## src/rtl/serial_conv_pkg.sv

```systemverilog
// Shared constants for the serial Gray/binary converter: conversion modes and FSM state encoding.
package serial_conv_pkg;

  localparam logic MODE_G2B = 1'b0;
  localparam logic MODE_B2G = 1'b1;

  localparam int STATE_W = 1;
  localparam logic [STATE_W-1:0] ST_IDLE  = 1'b0;
  localparam logic [STATE_W-1:0] ST_SHIFT = 1'b1;

endpackage

```

## src/rtl/code_conv_bit.sv

```systemverilog
// One-bit Gray/binary conversion cell: holds the running accumulator and converts one serial bit per enabled cycle.
module code_conv_bit
  import serial_conv_pkg::*;
(
  input  logic clk,
  input  logic rst_n,
  input  logic clr,
  input  logic en,
  input  logic mode,
  input  logic s,
  output logic r
);

  logic acc_q, acc_d;

  assign r = acc_q ^ s;

  // Gray decode keeps the running XOR; Gray encode only needs the previous input bit.
  always_comb begin
    acc_d = acc_q;
    if (clr) begin
      acc_d = 1'b0;
    end else if (en) begin
      acc_d = (mode == MODE_B2G) ? s : r;
    end
  end

  always_ff @(posedge clk or negedge rst_n) begin
    if (!rst_n) begin
      acc_q <= 1'b0;
    end else begin
      acc_q <= acc_d;
    end
  end

endmodule

```

## src/rtl/serial_code_conv.sv

```systemverilog
// Serial Gray/binary converter: loads a word, streams it MSB-first through code_conv_bit and reassembles it.
// Optional parity output enabled by defining SERIAL_CONV_PARITY_EN.
module serial_code_conv
  import serial_conv_pkg::*;
#(
  parameter int WIDTH = 5
) (
  input  logic             clk,
  input  logic             rst_n,
  input  logic             load,
  input  logic             mode,
  input  logic [WIDTH-1:0] din,
  output logic             busy,
  output logic [WIDTH-1:0] dout,
  output logic             valid
`ifdef SERIAL_CONV_PARITY_EN
  ,
  output logic             parity
`endif
);

  localparam int CW = (WIDTH > 1) ? $clog2(WIDTH) : 1;
  localparam logic [CW-1:0] LAST = CW'(WIDTH - 1);

  logic [STATE_W-1:0] state_q, state_d;
  logic [WIDTH-1:0]   shift_q, shift_d;
  logic [WIDTH-2:0]   collect_q, collect_d;
  logic [CW-1:0]      cnt_q, cnt_d;
  logic               mode_q, mode_d;
  logic [WIDTH-1:0]   dout_q, dout_d;
  logic               valid_q, valid_d;
`ifdef SERIAL_CONV_PARITY_EN
  logic               parity_q, parity_d;
`endif

  logic             cellClr;
  logic             cellEn;
  logic             cellOut;
  logic [WIDTH-1:0] assembled;

  code_conv_bit u_cell (
    .clk   (clk),
    .rst_n (rst_n),
    .clr   (cellClr),
    .en    (cellEn),
    .mode  (mode_q),
    .s     (shift_q[WIDTH-1]),
    .r     (cellOut)
  );

  // The word being built, including the bit the cell produces this cycle.
  assign assembled = {collect_q, cellOut};

  always_comb begin
    state_d   = state_q;
    shift_d   = shift_q;
    collect_d = collect_q;
    cnt_d     = cnt_q;
    mode_d    = mode_q;
    dout_d    = dout_q;
    valid_d   = 1'b0;
    cellClr   = 1'b0;
    cellEn    = 1'b0;
`ifdef SERIAL_CONV_PARITY_EN
    parity_d  = parity_q;
`endif
    case (state_q)
      ST_IDLE: begin
        if (load) begin
          shift_d   = din;
          mode_d    = mode;
          cnt_d     = '0;
          collect_d = '0;
          cellClr   = 1'b1;
          state_d   = ST_SHIFT;
        end
      end
      ST_SHIFT: begin
        cellEn    = 1'b1;
        shift_d   = {shift_q[WIDTH-2:0], 1'b0};
        collect_d = assembled[WIDTH-2:0];
        if (cnt_q == LAST) begin
          state_d = ST_IDLE;
          dout_d  = assembled;
          valid_d = 1'b1;
`ifdef SERIAL_CONV_PARITY_EN
          parity_d = ^assembled;
`endif
        end else begin
          cnt_d = cnt_q + 1'b1;
        end
      end
      default: state_d = ST_IDLE;
    endcase
  end

  always_ff @(posedge clk or negedge rst_n) begin
    if (!rst_n) begin
      state_q   <= ST_IDLE;
      shift_q   <= '0;
      collect_q <= '0;
      cnt_q     <= '0;
      mode_q    <= MODE_G2B;
      dout_q    <= '0;
      valid_q   <= 1'b0;
`ifdef SERIAL_CONV_PARITY_EN
      parity_q  <= 1'b0;
`endif
    end else begin
      state_q   <= state_d;
      shift_q   <= shift_d;
      collect_q <= collect_d;
      cnt_q     <= cnt_d;
      mode_q    <= mode_d;
      dout_q    <= dout_d;
      valid_q   <= valid_d;
`ifdef SERIAL_CONV_PARITY_EN
      parity_q  <= parity_d;
`endif
    end
  end

  assign busy  = (state_q == ST_SHIFT);
  assign dout  = dout_q;
  assign valid = valid_q;
`ifdef SERIAL_CONV_PARITY_EN
  assign parity = parity_q;
`endif

endmodule

```

## config.mk

```make
export PLATFORM = sky130hd
export DESIGN_NAME = serial_code_conv
export DESIGN_NICKNAME = d
export VERILOG_FILES = /design/src/rtl/serial_conv_pkg.sv /design/src/rtl/code_conv_bit.sv /design/src/rtl/serial_code_conv.sv
export SDC_FILE = /design/constraint.sdc
export NUM_CORES = 1
export LEC_CHECK = 0
export BUFFER_PORTS_ARGS = -buffer_cell sky130_fd_sc_hd__buf_2
export CORE_MARGIN = 1.5
export CORE_UTILIZATION = 42
export CTS_BUF_LIST = sky130_fd_sc_hd__clkbuf_16
export DETAILED_ROUTE_END_ITERATION = 8
export PLACE_DENSITY_LB_ADDON = 0.08
export SLEW_MARGIN = 10
export SYNTH_ARGS = -nofsm -noshare
export SYNTH_HDL_FRONTEND = slang
export SYNTH_SLANG_ARGS = --single-unit
```

## constraint.sdc

```tcl
create_clock -name clk -period 1.4 [get_ports clk]
set_input_delay 0.14 -clock clk [delete_from_list [all_inputs] [get_ports clk]]
set_output_delay 0.14 -clock clk [all_outputs]
set_load 0.05 [all_outputs]
```

==> flow_metrics.env <==
export IMPL_root_buffer="clkbuf_16"
export IMPL_ys_ff_latch=21
export IMPL_dieWidth_microns=49.8
export IMPL_critPathArrivalTime_ns=1.46
export IMPL_tritoncts="built"
export IMPL_fin_crit_sh_pct=94.5
export IMPL_run_status="finished clean"
export IMPL_synth_top_family_by_area="multiplexers"
export IMPL_vdd_ir_drop_max_mv=0.919
export IMPL_synthMuxAreaShare_pct=12.8
export IMPL_clock_sinks=21
export IMPL_fin_ws_ns=0.0768
export IMPL_path_class="flip-flop to flip-flop"
export IMPL_cp_required_ns=1.53
export IMPL_place_inst=115
export IMPL_post_cts_buffers=0
export IMPL_vias=618
export IMPL_start_util_pct=45.9
export IMPL_synthArstFlopShare_pct=100
export IMPL_setup_viol=0
export IMPL_yosys_warnings=0
export IMPL_fmax_ghz=0.756
export IMPL_synthTopCellsByCount="21 x dfrtp_1, 6 x o21ai_0, 5 x mux2_2, 5 x mux2i_1, 5 x nand2_1"
export IMPL_dpl_instance_area_sq_um=1020
export IMPL_hpwlAfterDp_microns=1100
export IMPL_gp_congestion=0.841
export IMPL_relSlewSlack_pct=69.3
export IMPL_hold_path_depth=2
export IMPL_drive_above_1_share_pct=34.4
export IMPL_reg2reg_from="cnt_q[1]$_DFFE_PN0P_"
export IMPL_clock_latency_ns=0.25
export IMPL_syn_nets=85
export IMPL_synth_distinct_cells=27
export IMPL_fin_setup_tns_ns=0
export IMPL_synth_top_area_cell="dfrtp_1"
export IMPL_core_sq_um=2000
export IMPL_synthCells=74
export IMPL_antenna_found_initial=0
export IMPL_synth_xor_area_share_pct=0.952
export IMPL_tightest_slew_ns=0.461
export IMPL_ioPinCount=16
export IMPL_drt_total_wl_microns=1550
export IMPL_synth_edf_count=0
export IMPL_leakage_nw=0.555
export IMPL_crit_fanout=5
export IMPL_holdCritPathClass="input port to flip-flop"
export IMPL_min_to="mode_q$_DFFE_PN0P_"
export IMPL_worstHoldStart="mode"
export IMPL_worst_setup_path_start_kind="flip-flop"
export IMPL_dr_pass1_iters=4
export IMPL_hold_viol_final=0
export IMPL_pre_cts_slack_ns=0.0201
export IMPL_design_area_sq_um=1130
export IMPL_grt_pass1_vias=611
export IMPL_syn_area_sq_um=920
export IMPL_synth_compound_area_share_pct=11.4
export IMPL_synth_flop_cell="dfrtp_1"
export IMPL_clockBufferDepth=2
export IMPL_grt_pass1_wl_microns=2610
export IMPL_grt_usage_pct=13.8
export IMPL_synth_most_common_cell="dfrtp_1"
export IMPL_synth_top_area_share_pct=57.1
export IMPL_syn2layout_area_growth_pct=23.4
export IMPL_fin_skew_ns=0.00384
export IMPL_n_antenna_cell=0
export IMPL_io_buffers=15
export IMPL_grt_start_max_net_pins=22
export IMPL_instances_no_fill=120
export IMPL_syn_avg_cell_area_sq_um=12.4
export IMPL_die_height_microns=49.8
export IMPL_clkSlewWorstSetupHoldPaths_ns=0.06
export IMPL_drcViolationCount=0
export IMPL_r2r_cells=5
export IMPL_drtIter0Drc=3
export IMPL_synth_area_top_cells="dfrtp_1 57%, mux2_2 6.1%, mux2i_1 5.4%"
export IMPL_via_per_inst=5.15
export IMPL_rr_endpoint="dout[0]$_DFFE_PN0P_"
export IMPL_cts_made_buffers=3
export IMPL_drv_slew=0
export IMPL_synth_adder_area_share_pct=2.72
export IMPL_nets=105
export IMPL_final_antenna_net_count=0
export IMPL_maxCapViolations=0
export IMPL_whs_ns=0.125
export IMPL_yosysSeqAreaShare_pct=57.1
export IMPL_wl_per_cell_microns=12.9
export IMPL_period_minus_slack_ns=1.32
export IMPL_die_area_sq_um=2480
export IMPL_r2r_slack_ns=0.08
export IMPL_power_density_nw_per_um2=2380
export IMPL_placementRows=16
export IMPL_rsz0062_at_grt="false"
export IMPL_grt_overflow=0
export IMPL_htreeDepth=1
export IMPL_yosys_area_share_simple_pct=11.2
export IMPL_cp_end_kind="flip-flop"
-- kinds of logic after synthesis --
logic type,count (synthesis)
buffers and inverters,7
muxes,11
and+or+nand+nor,18
adders and majority gates,2
AOI/OAI and AO/OA,14
DFF,21
xor gates and xnor gates,1
-- metal layers --
metal  share of wire, %  GRT usage [%]  vias to the layer above  wire length (microns)
met2                 47           21.8                       11                    725
met1                 50           18.7                      303                    773
met4                  0           5.09                        0                      0
met5                  0              0                        -                      0
met3                3.0           2.73                        0                     46
li1                   -              -                      304                      -
-- layout by cell type, fill, tap and decap left out, types with 3 or more instances in the layout --
cell / netlist / layout
nor2_1: 3 / 3
inv_1: 3 / 3
buf_2: 1 / 15
a22o_1: 3 / 3
o21ai_0: 6 / 6
dfrtp_1: 21 / 20
mux2i_1: 5 / 5
clkbuf_16: 0 / 3
mux2_2: 5 / 5
nand2_1: 5 / 5
-- critical path, cell delays in order, from the launching register on --
cell and delay [ns]:
dfrtp_1 0.40, inv_1 0.13, ha_4 0.17, nand3_4 0.11
inv_2 0.08, mux2_1 0.31
-- through the flow --
stage | total power, W | utilization (%)
final | 0.00270 | 56.7
after global routing | 0.00287 | 56.7
after CTS | 0.00266 | 55.7
after detailed placement | 0.00206 | 51.2
after global placement | 0.00203 | 51.2
after floorplan | 0.00181 | -
-- flip-flops by register name, indices dropped and copies added, names as in the netlist --
name          flops
valid             1
u_cell.acc_q      1
mode_q            1
dout              5
collect_q         4
shift_q           5
cnt_q             3
busy              1
-- timing repair --
| item | 4_1_cts | 5_1_grt |
|---|---|---|
| setup endpoints to repair | 0 | 2 |
| gates resized for setup | 0 | 3 |
| hold buffers | 1 | 0 |
| hold endpoints to repair | 21 | 0 |
-- power breakdown --
group	total, W	switching, W	internal (W)
registers	0.00105	0.000202	0.000851
logic	0.00105	0.000601	0.000449
clock network	0.000593	0.000210	0.000383
total	0.00270	0.00101	0.00168
-- how the worst max path moves through the flow --
stage	start	endpoint	depth (start not counted)	slack, ns
after floorplan	cnt_q[0]$_DFFE_PN0P_	dout[0]$_DFFE_PN0P_	5	0.09
after global placement	cnt_q[0]$_DFFE_PN0P_	dout[0]$_DFFE_PN0P_	5	0.06
after detailed placement	cnt_q[1]$_DFFE_PN0P_	dout[0]$_DFFE_PN0P_	5	0.02
after CTS	cnt_q[1]$_DFFE_PN0P_	dout[0]$_DFFE_PN0P_	5	0.006
after global routing	cnt_q[1]$_DFFE_PN0P_	dout[0]$_DFFE_PN0P_	5	0.003
final	cnt_q[1]$_DFFE_PN0P_	dout[0]$_DFFE_PN0P_	5	0.08
-- cell type report --
cell class	count	area (sq um)
Inverter	4	15.0
Fill cell	175	867
Timing Repair Buffer	18	100
Clock inverter	1	5.00
Tap cell	27	33.8
Sequential cell	21	527
Multi-Input combinational cell	46	379
Clock buffer	3	75.1
Power figures use the tool's default switching activity.
